[src/rtl/oh_aoi_pipe.sv]
// Pipelined N-bit 2-1-1 And-Or-Invert datapath, selectable per beat, with valid/ready stages and a transfer counter.
// Latency DEPTH cycles; in_ready collapses through full stages. OH_AOI_PIPE_PARITY_EN adds a per-beat parity bit.
module oh_aoi_pipe #(
    parameter int    N     = 8,
    parameter int    DEPTH = 2,
    parameter string PROP  = "DEFAULT"
) (
    input  logic         clk,
    input  logic         nreset,
    input  logic [1:0]   mode,
    input  logic         in_valid,
    output logic         in_ready,
    input  logic [N-1:0] a0,
    input  logic [N-1:0] a1,
    input  logic [N-1:0] b0,
    input  logic [N-1:0] c0,
    output logic         out_valid,
    input  logic         out_ready,
    output logic [N-1:0] z,
    output logic         out_parity,
    output logic [15:0]  out_count
);

    logic [N-1:0]     func;
    logic [DEPTH-1:0] valid_q;
    logic [N-1:0]     data_q [DEPTH];
    logic [DEPTH-1:0] ready;
    logic             all_full;

    // Non-default properties get the shared-term form so a cell mapper can bind compound gates directly.
    if (PROP == "DEFAULT") begin : g_func_infer
        always_comb begin
            func = '0;
            case (mode)
                2'b00:   func = ~((a0 & a1) | b0 | c0);
                2'b01:   func = ~((a0 | a1) & b0 & c0);
                2'b10:   func = (a0 & a1) | b0 | c0;
                default: func = (a0 | a1) & b0 & c0;
            endcase
        end
    end else begin : g_func_cell
        logic [N-1:0] and_or;
        assign and_or = mode[0] ? ((a0 | a1) & b0 & c0) : ((a0 & a1) | b0 | c0);
        assign func   = mode[1] ? and_or : ~and_or;
    end

    // ready_k = ~valid_k | ready_(k+1), unrolled as "out_ready or some stage at/after k is empty".
    always_comb begin
        all_full = 1'b1;
        ready    = '0;
        for (int k = DEPTH - 1; k >= 0; k--) begin
            all_full = all_full & valid_q[k];
            ready[k] = out_ready | ~all_full;
        end
    end

    assign in_ready  = ready[0] & nreset;
    assign out_valid = valid_q[DEPTH-1];
    assign z         = data_q[DEPTH-1];

`ifdef OH_AOI_PIPE_PARITY_EN
    logic [DEPTH-1:0] par_q;
    assign out_parity = par_q[DEPTH-1];
`else
    assign out_parity = 1'b0;
`endif

    always_ff @(posedge clk) begin
        if (!nreset) begin
            valid_q   <= '0;
            out_count <= '0;
            for (int k = 0; k < DEPTH; k++) begin
                data_q[k] <= '0;
            end
`ifdef OH_AOI_PIPE_PARITY_EN
            par_q <= '0;
`endif
        end else begin
            // Data only moves with a valid beat so z keeps the last beat while the pipe drains.
            if (ready[0]) begin
                valid_q[0] <= in_valid;
                if (in_valid) begin
                    data_q[0] <= func;
`ifdef OH_AOI_PIPE_PARITY_EN
                    par_q[0] <= ^func;
`endif
                end
            end
            for (int k = 1; k < DEPTH; k++) begin
                if (ready[k]) begin
                    valid_q[k] <= valid_q[k-1];
                    if (valid_q[k-1]) begin
                        data_q[k] <= data_q[k-1];
`ifdef OH_AOI_PIPE_PARITY_EN
                        par_q[k] <= par_q[k-1];
`endif
                    end
                end
            end
            if (out_valid && out_ready) begin
                out_count <= out_count + 16'd1;
            end
        end
    end

endmodule

[config.mk]
export PLATFORM = sky130hd
export DESIGN_NAME = oh_aoi_pipe
export DESIGN_NICKNAME = d
export VERILOG_FILES = /design/src/rtl/oh_aoi_pipe.sv
export SDC_FILE = /design/constraint.sdc
export NUM_CORES = 1
export LEC_CHECK = 0
export ABC_AREA = 1
export BUFFER_PORTS_ARGS = -buffer_cell sky130_fd_sc_hd__buf_2
export CAP_MARGIN = 20
export CORE_MARGIN = 2
export CORE_UTILIZATION = 45
export DETAILED_ROUTE_END_ITERATION = 10
export GPL_ROUTABILITY_DRIVEN = 0
export PLACE_DENSITY = 0.82
export SETUP_SLACK_MARGIN = 0.5
export SLEW_MARGIN = 10
export SYNTH_ARGS = -nofsm -noshare
export SYNTH_HDL_FRONTEND = slang
export SYNTH_SLANG_ARGS = --single-unit
[constraint.sdc]
create_clock -name clk -period 1.2 [get_ports clk]
set_input_delay 0.24 -clock clk [delete_from_list [all_inputs] [get_ports clk]]
set_output_delay 0.24 -clock clk [all_outputs]
set_load 0.05 [all_outputs]
==> impl_results.html <==
<table>
<tr><th>Metric</th><th>Value</th></tr>
<tr><th colspan="2">Outcome</th></tr>
<tr><td>Status</td><td>finished, violations left</td></tr>
<tr><td>Violations in the final reports</td><td>setup timing</td></tr>
<tr><th colspan="2">Floorplan</th></tr>
<tr><td>Die Span X</td><td>68.9 um</td></tr>
<tr><td>Starting utilization of the core area</td><td>47.0%</td></tr>
<tr><td>Floorplan die height</td><td>68.9 um</td></tr>
<tr><td>Num rows</td><td>23</td></tr>
<tr><td>Number of I/O pins</td><td>65</td></tr>
<tr><td>Die area</td><td>4740 sq um</td></tr>
<tr><td>Core region area</td><td>4030 sq um</td></tr>
<tr><th colspan="2">Timing</th></tr>
<tr><td>Setup TNS after final layout</td><td>-1.06 ns</td></tr>
<tr><td># setup viols final</td><td>35</td></tr>
<tr><td>Maximum clock frequency</td><td>759 MHz</td></tr>
<tr><td>Final setup skew</td><td>0.00283 ns</td></tr>
<tr><td>Worst hold slack</td><td>0.279 ns</td></tr>
<tr><td>Slack of the critical path</td><td>-0.118 ns</td></tr>
<tr><td>Max-slew violation count</td><td>0</td></tr>
<tr><td>Number of hold violations in the final report</td><td>0</td></tr>
<tr><td>Unrepaired setup endpoints after global routing</td><td>yes</td></tr>
<tr><td>Final critical-path share of the clock period</td><td>110%</td></tr>
<tr><td>Minimum clock period after layout</td><td>1.32 ns</td></tr>
<tr><th colspan="2">Power</th></tr>
<tr><td>Leak Pwr</td><td>1.37 nW</td></tr>
<tr><td>Net Sw Power</td><td>0.786 mW</td></tr>
<tr><td>Worst IR drop on VDD</td><td>0.000535 V</td></tr>
<tr><td>Fraction of power consumed by the clock network</td><td>30.3%</td></tr>
<tr><td>Power consumption</td><td>2.65 mW</td></tr>
<tr><td>Switching power share of the total</td><td>29.6%</td></tr>
<tr><td>Internal</td><td>1.87 mW</td></tr>
<tr><td>Flop pwr share</td><td>48.0%</td></tr>
<tr><td>Logic pwr share</td><td>21.7%</td></tr>
<tr><td>PwrDens</td><td>851 nW/um^2</td></tr>
<tr><th colspan="2">Clocking</th></tr>
<tr><td>Clock latency on the worst-skew pair</td><td>0.28 ns</td></tr>
<tr><td>Total number of clock tree sinks</td><td>34</td></tr>
<tr><td>H-tree levels</td><td>2</td></tr>
<tr><td>CTS tree</td><td>yes</td></tr>
<tr><td>Count of hold buffers inserted by post-cts repair</td><td>0</td></tr>
<tr><td>Clk pin slew, worst setup/hold paths</td><td>0.07 ns</td></tr>
<tr><td>Maximum buffer depth of the clock tree</td><td>2</td></tr>
<tr><td>Clock Root Buffer</td><td>clkbuf_8</td></tr>
<tr><td>Number of buffers inserted during clock tree synthesis</td><td>5</td></tr>
<tr><th colspan="2">Route</th></tr>
<tr><td>Via density per instance</td><td>5.16</td></tr>
<tr><td>Initial DRC Count</td><td>79</td></tr>
<tr><td>Per-cell routed wire length</td><td>14.4 um</td></tr>
<tr><td>WL final</td><td>5610 um</td></tr>
<tr><td>Detailed-route via count</td><td>2013</td></tr>
<tr><td>Drt drc</td><td>0</td></tr>
<tr><td>Antenna-violating nets left</td><td>0</td></tr>
<tr><td>Initial DRT Pass Iterations</td><td>5</td></tr>
<tr><th colspan="2">Placed design</th></tr>
<tr><td>Port Buffer Count</td><td>63</td></tr>
<tr><td>Post-DP HPWL</td><td>3060 um</td></tr>
<tr><td>Post-Place Worst Slack</td><td>-0.0109 ns</td></tr>
<tr><td>Cell count after placement</td><td>354</td></tr>
<tr><th colspan="2">Setup path</th></tr>
<tr><td>Crit path arrival time</td><td>1.49 ns</td></tr>
<tr><td>Start-to-end type of the worst setup path</td><td>flip-flop to flip-flop</td></tr>
<tr><td>Endpoint required time on the critical path</td><td>1.38 ns</td></tr>
<tr><td>Category of the worst setup path launch point</td><td>flip-flop</td></tr>
<tr><td>Peak fanout along the critical path</td><td>4</td></tr>
<tr><td>Type of destination of the critical path</td><td>flip-flop</td></tr>
<tr><td>Number of cells on the worst reg-to-reg path</td><td>7</td></tr>
<tr><th colspan="2">Worst hold path</th></tr>
<tr><td>Worst hold path type</td><td>input pin to flip-flop</td></tr>
<tr><td>Cell count of the worst hold path</td><td>3</td></tr>
<tr><th colspan="2">Final layout</th></tr>
<tr><td>Area occupied by multi-input gates</td><td>1140 sq um</td></tr>
<tr><td>Commonest non-fill, non-tap cell in the layout</td><td>nand2_1</td></tr>
<tr><td>Final-layout fill cell count</td><td>231</td></tr>
<tr><td>Syn-to-layout area delta</td><td>64.6%</td></tr>
<tr><td>Leading cell types in the layout, fill and taps excluded</td><td>nand2_1 (51), buf_2 (37), nor2_1 (25)</td></tr>
<tr><td>Storage element area</td><td>908 sq um</td></tr>
<tr><td>Antenna diode count</td><td>0</td></tr>
<tr><td>Nets@finish</td><td>378</td></tr>
<tr><td>Layout Cells excl Fill</td><td>390</td></tr>
<tr><td>Layout cell share with drive strength beyond 1</td><td>50.6%</td></tr>
<tr><th colspan="2">Synth</th></tr>
<tr><td>Post-synthesis cell area</td><td>1890 sq um</td></tr>
<tr><td>Predominant post-synthesis flop cell</td><td>dfxtp_1</td></tr>
<tr><td>Synthesized-area fraction occupied by xor and xnor cells</td><td>1.39%</td></tr>
<tr><td>Simple-gate area share of the yosys netlist</td><td>32.1%</td></tr>
<tr><td>Area share of the largest cell type after synthesis</td><td>25.4%</td></tr>
<tr><td>Number of synthesized flops with an enable pin</td><td>16</td></tr>
<tr><td>Adder and majority cell fraction of the synthesized area</td><td>0.661%</td></tr>
<tr><td>Synthesized-area fraction occupied by ao, oa, aoi and oai cells</td><td>11.2%</td></tr>
<tr><td>Dominant combinational cell family by area after synthesis</td><td>simple AND/OR/NAND/NOR gates</td></tr>
<tr><td>Number of library cell types mapped by synthesis</td><td>29</td></tr>
<tr><td>Syn avg cell area</td><td>7.55 sq um</td></tr>
<tr><td>Count of yosys warnings during synthesis</td><td>0</td></tr>
<tr><td>Proportion of synthesized chip area in sequential cells</td><td>44.4%</td></tr>
<tr><td>Post-Syn Instances</td><td>251</td></tr>
<tr><td>Register bit total from synthesis</td><td>34</td></tr>
<tr><td>Largest area contributor in the netlist</td><td>edfxtp_1</td></tr>
<tr><td>Post-Syn Nets</td><td>290</td></tr>
<tr><td>Cell types occupying the most area after synthesis</td><td>edfxtp_1 (25%), dfxtp_1 (19%), nand2_1 (13%)</td></tr>
<tr><td>Mux cell area share after synthesis</td><td>0%</td></tr>
<tr><td>Async S/R FF share, synth</td><td>0%</td></tr>
<tr><th colspan="2">GRT</th></tr>
<tr><td>Initial antenna violation count</td><td>0</td></tr>
<tr><td>Sum of overflow across all layers after global routing</td><td>0</td></tr>
<tr><td>Tot GR Track Use</td><td>22.4%</td></tr>
<tr><td>First-pass GRT wire length</td><td>7860 um</td></tr>
<tr><td>Largest net degree at the start of global routing</td><td>17</td></tr>
<tr><td>Number of global-route vias before repair</td><td>1842</td></tr>
<tr><th colspan="2">Run</th></tr>
<tr><td>Max-capacitance violation count</td><td>0</td></tr>
</table>
[synth_stat cells, types with 2 or more instances]
cell and count:
buf_4 9, nand4_1 3, nor2_1 39, a21oi_1 17
inv_2 2, xor2_1 3, o21ai_0 9, buf_2 2
inv_1 25, nand2_1 66, o211ai_1 6, nor3_1 8
dfxtp_1 18, nand3_1 14, edfxtp_1 16
[stage by stage]
stage	instance area, sq um	utilization (%)
5_1_grt	3120	77.4
2_1_floorplan	2090	-
6_report	3120	77.4
4_1_cts	2870	71.2
3_5_place_dp	2370	58.8
3_3_place_gp	2370	58.8
[per-layer routing]
| metal | wire (um) | global-route usage (%) | share of wire, % |
|---|---|---|---|
| met1 | 2260 | 24.6 | 40 |
| met2 | 2950 | 39.4 | 52 |
| met3 | 234 | 4.55 | 4.2 |
| met4 | 172 | 14.0 | 3.1 |
| met5 | 0 | 0 | 0 |
[final cells by class]
cell class,count,share of cell area (%)
sequential,34,29.1
clock inverter,2,0.281
multi-input combinational,177,36.4
inverter,27,3.49
tap,50,2.01
timing repair buffer,94,26.3
clock buffer,6,2.33
[power by group through the flow]
stage | Combinational [mW] | Sequential [mW] | Clock (mW)
after floorplan | 0.299 | 1.31 | 0
after global placement | 0.400 | 1.29 | 0
after detailed placement | 0.409 | 1.29 | 0
after CTS | 0.480 | 1.27 | 0.802
after global routing | 0.618 | 1.28 | 0.880
final | 0.576 | 1.27 | 0.803
[sequential cells by signal, indices dropped and copies added, names as in the netlist]
signal     flops
valid_q        2
out_count     16
data_q        16
[critical path: stages (launching register included)]
cell and delay [ns]:
dfxtp_4 0.39, ha_4 0.17, buf_4 0.12, buf_6 0.09
inv_4 0.04, nor3_4 0.21, buf_4 0.15, nor3b_2 0.03
[final timing paths]
check | from | to | slack (ns)
worst max-delay path | out_count[1]$_SDFFE_PN0P_ | out_count[2]$_SDFFE_PN0P_ | -0.12
worst min-delay path | in_valid | valid_q[0]$_SDFFE_PN0N_ | 0.28
worst max register to register | out_count[1]$_SDFFE_PN0P_ | out_count[2]$_SDFFE_PN0P_ | -0.12
worst min register to register | out_count[4]$_SDFFE_PN0P_ | out_count[4]$_SDFFE_PN0P_ | 0.57
[timing repair]
action	CTS	global route
endpoints found under the setup margin	76	76
pin swaps	10	15
resized for setup	91	42
buffers inserted	16	12
[cell families (layout without fill, tap and decap cells)]
logic type	count (synthesis)	count (layout)
flops	34	34
compound gates	35	35
other cells	1	1
buf+inv	40	129
fa+ha+maj	1	1
xor+xnor	3	3
simple gates	137	137
Note: power is estimated with default switching activity, not from simulation.
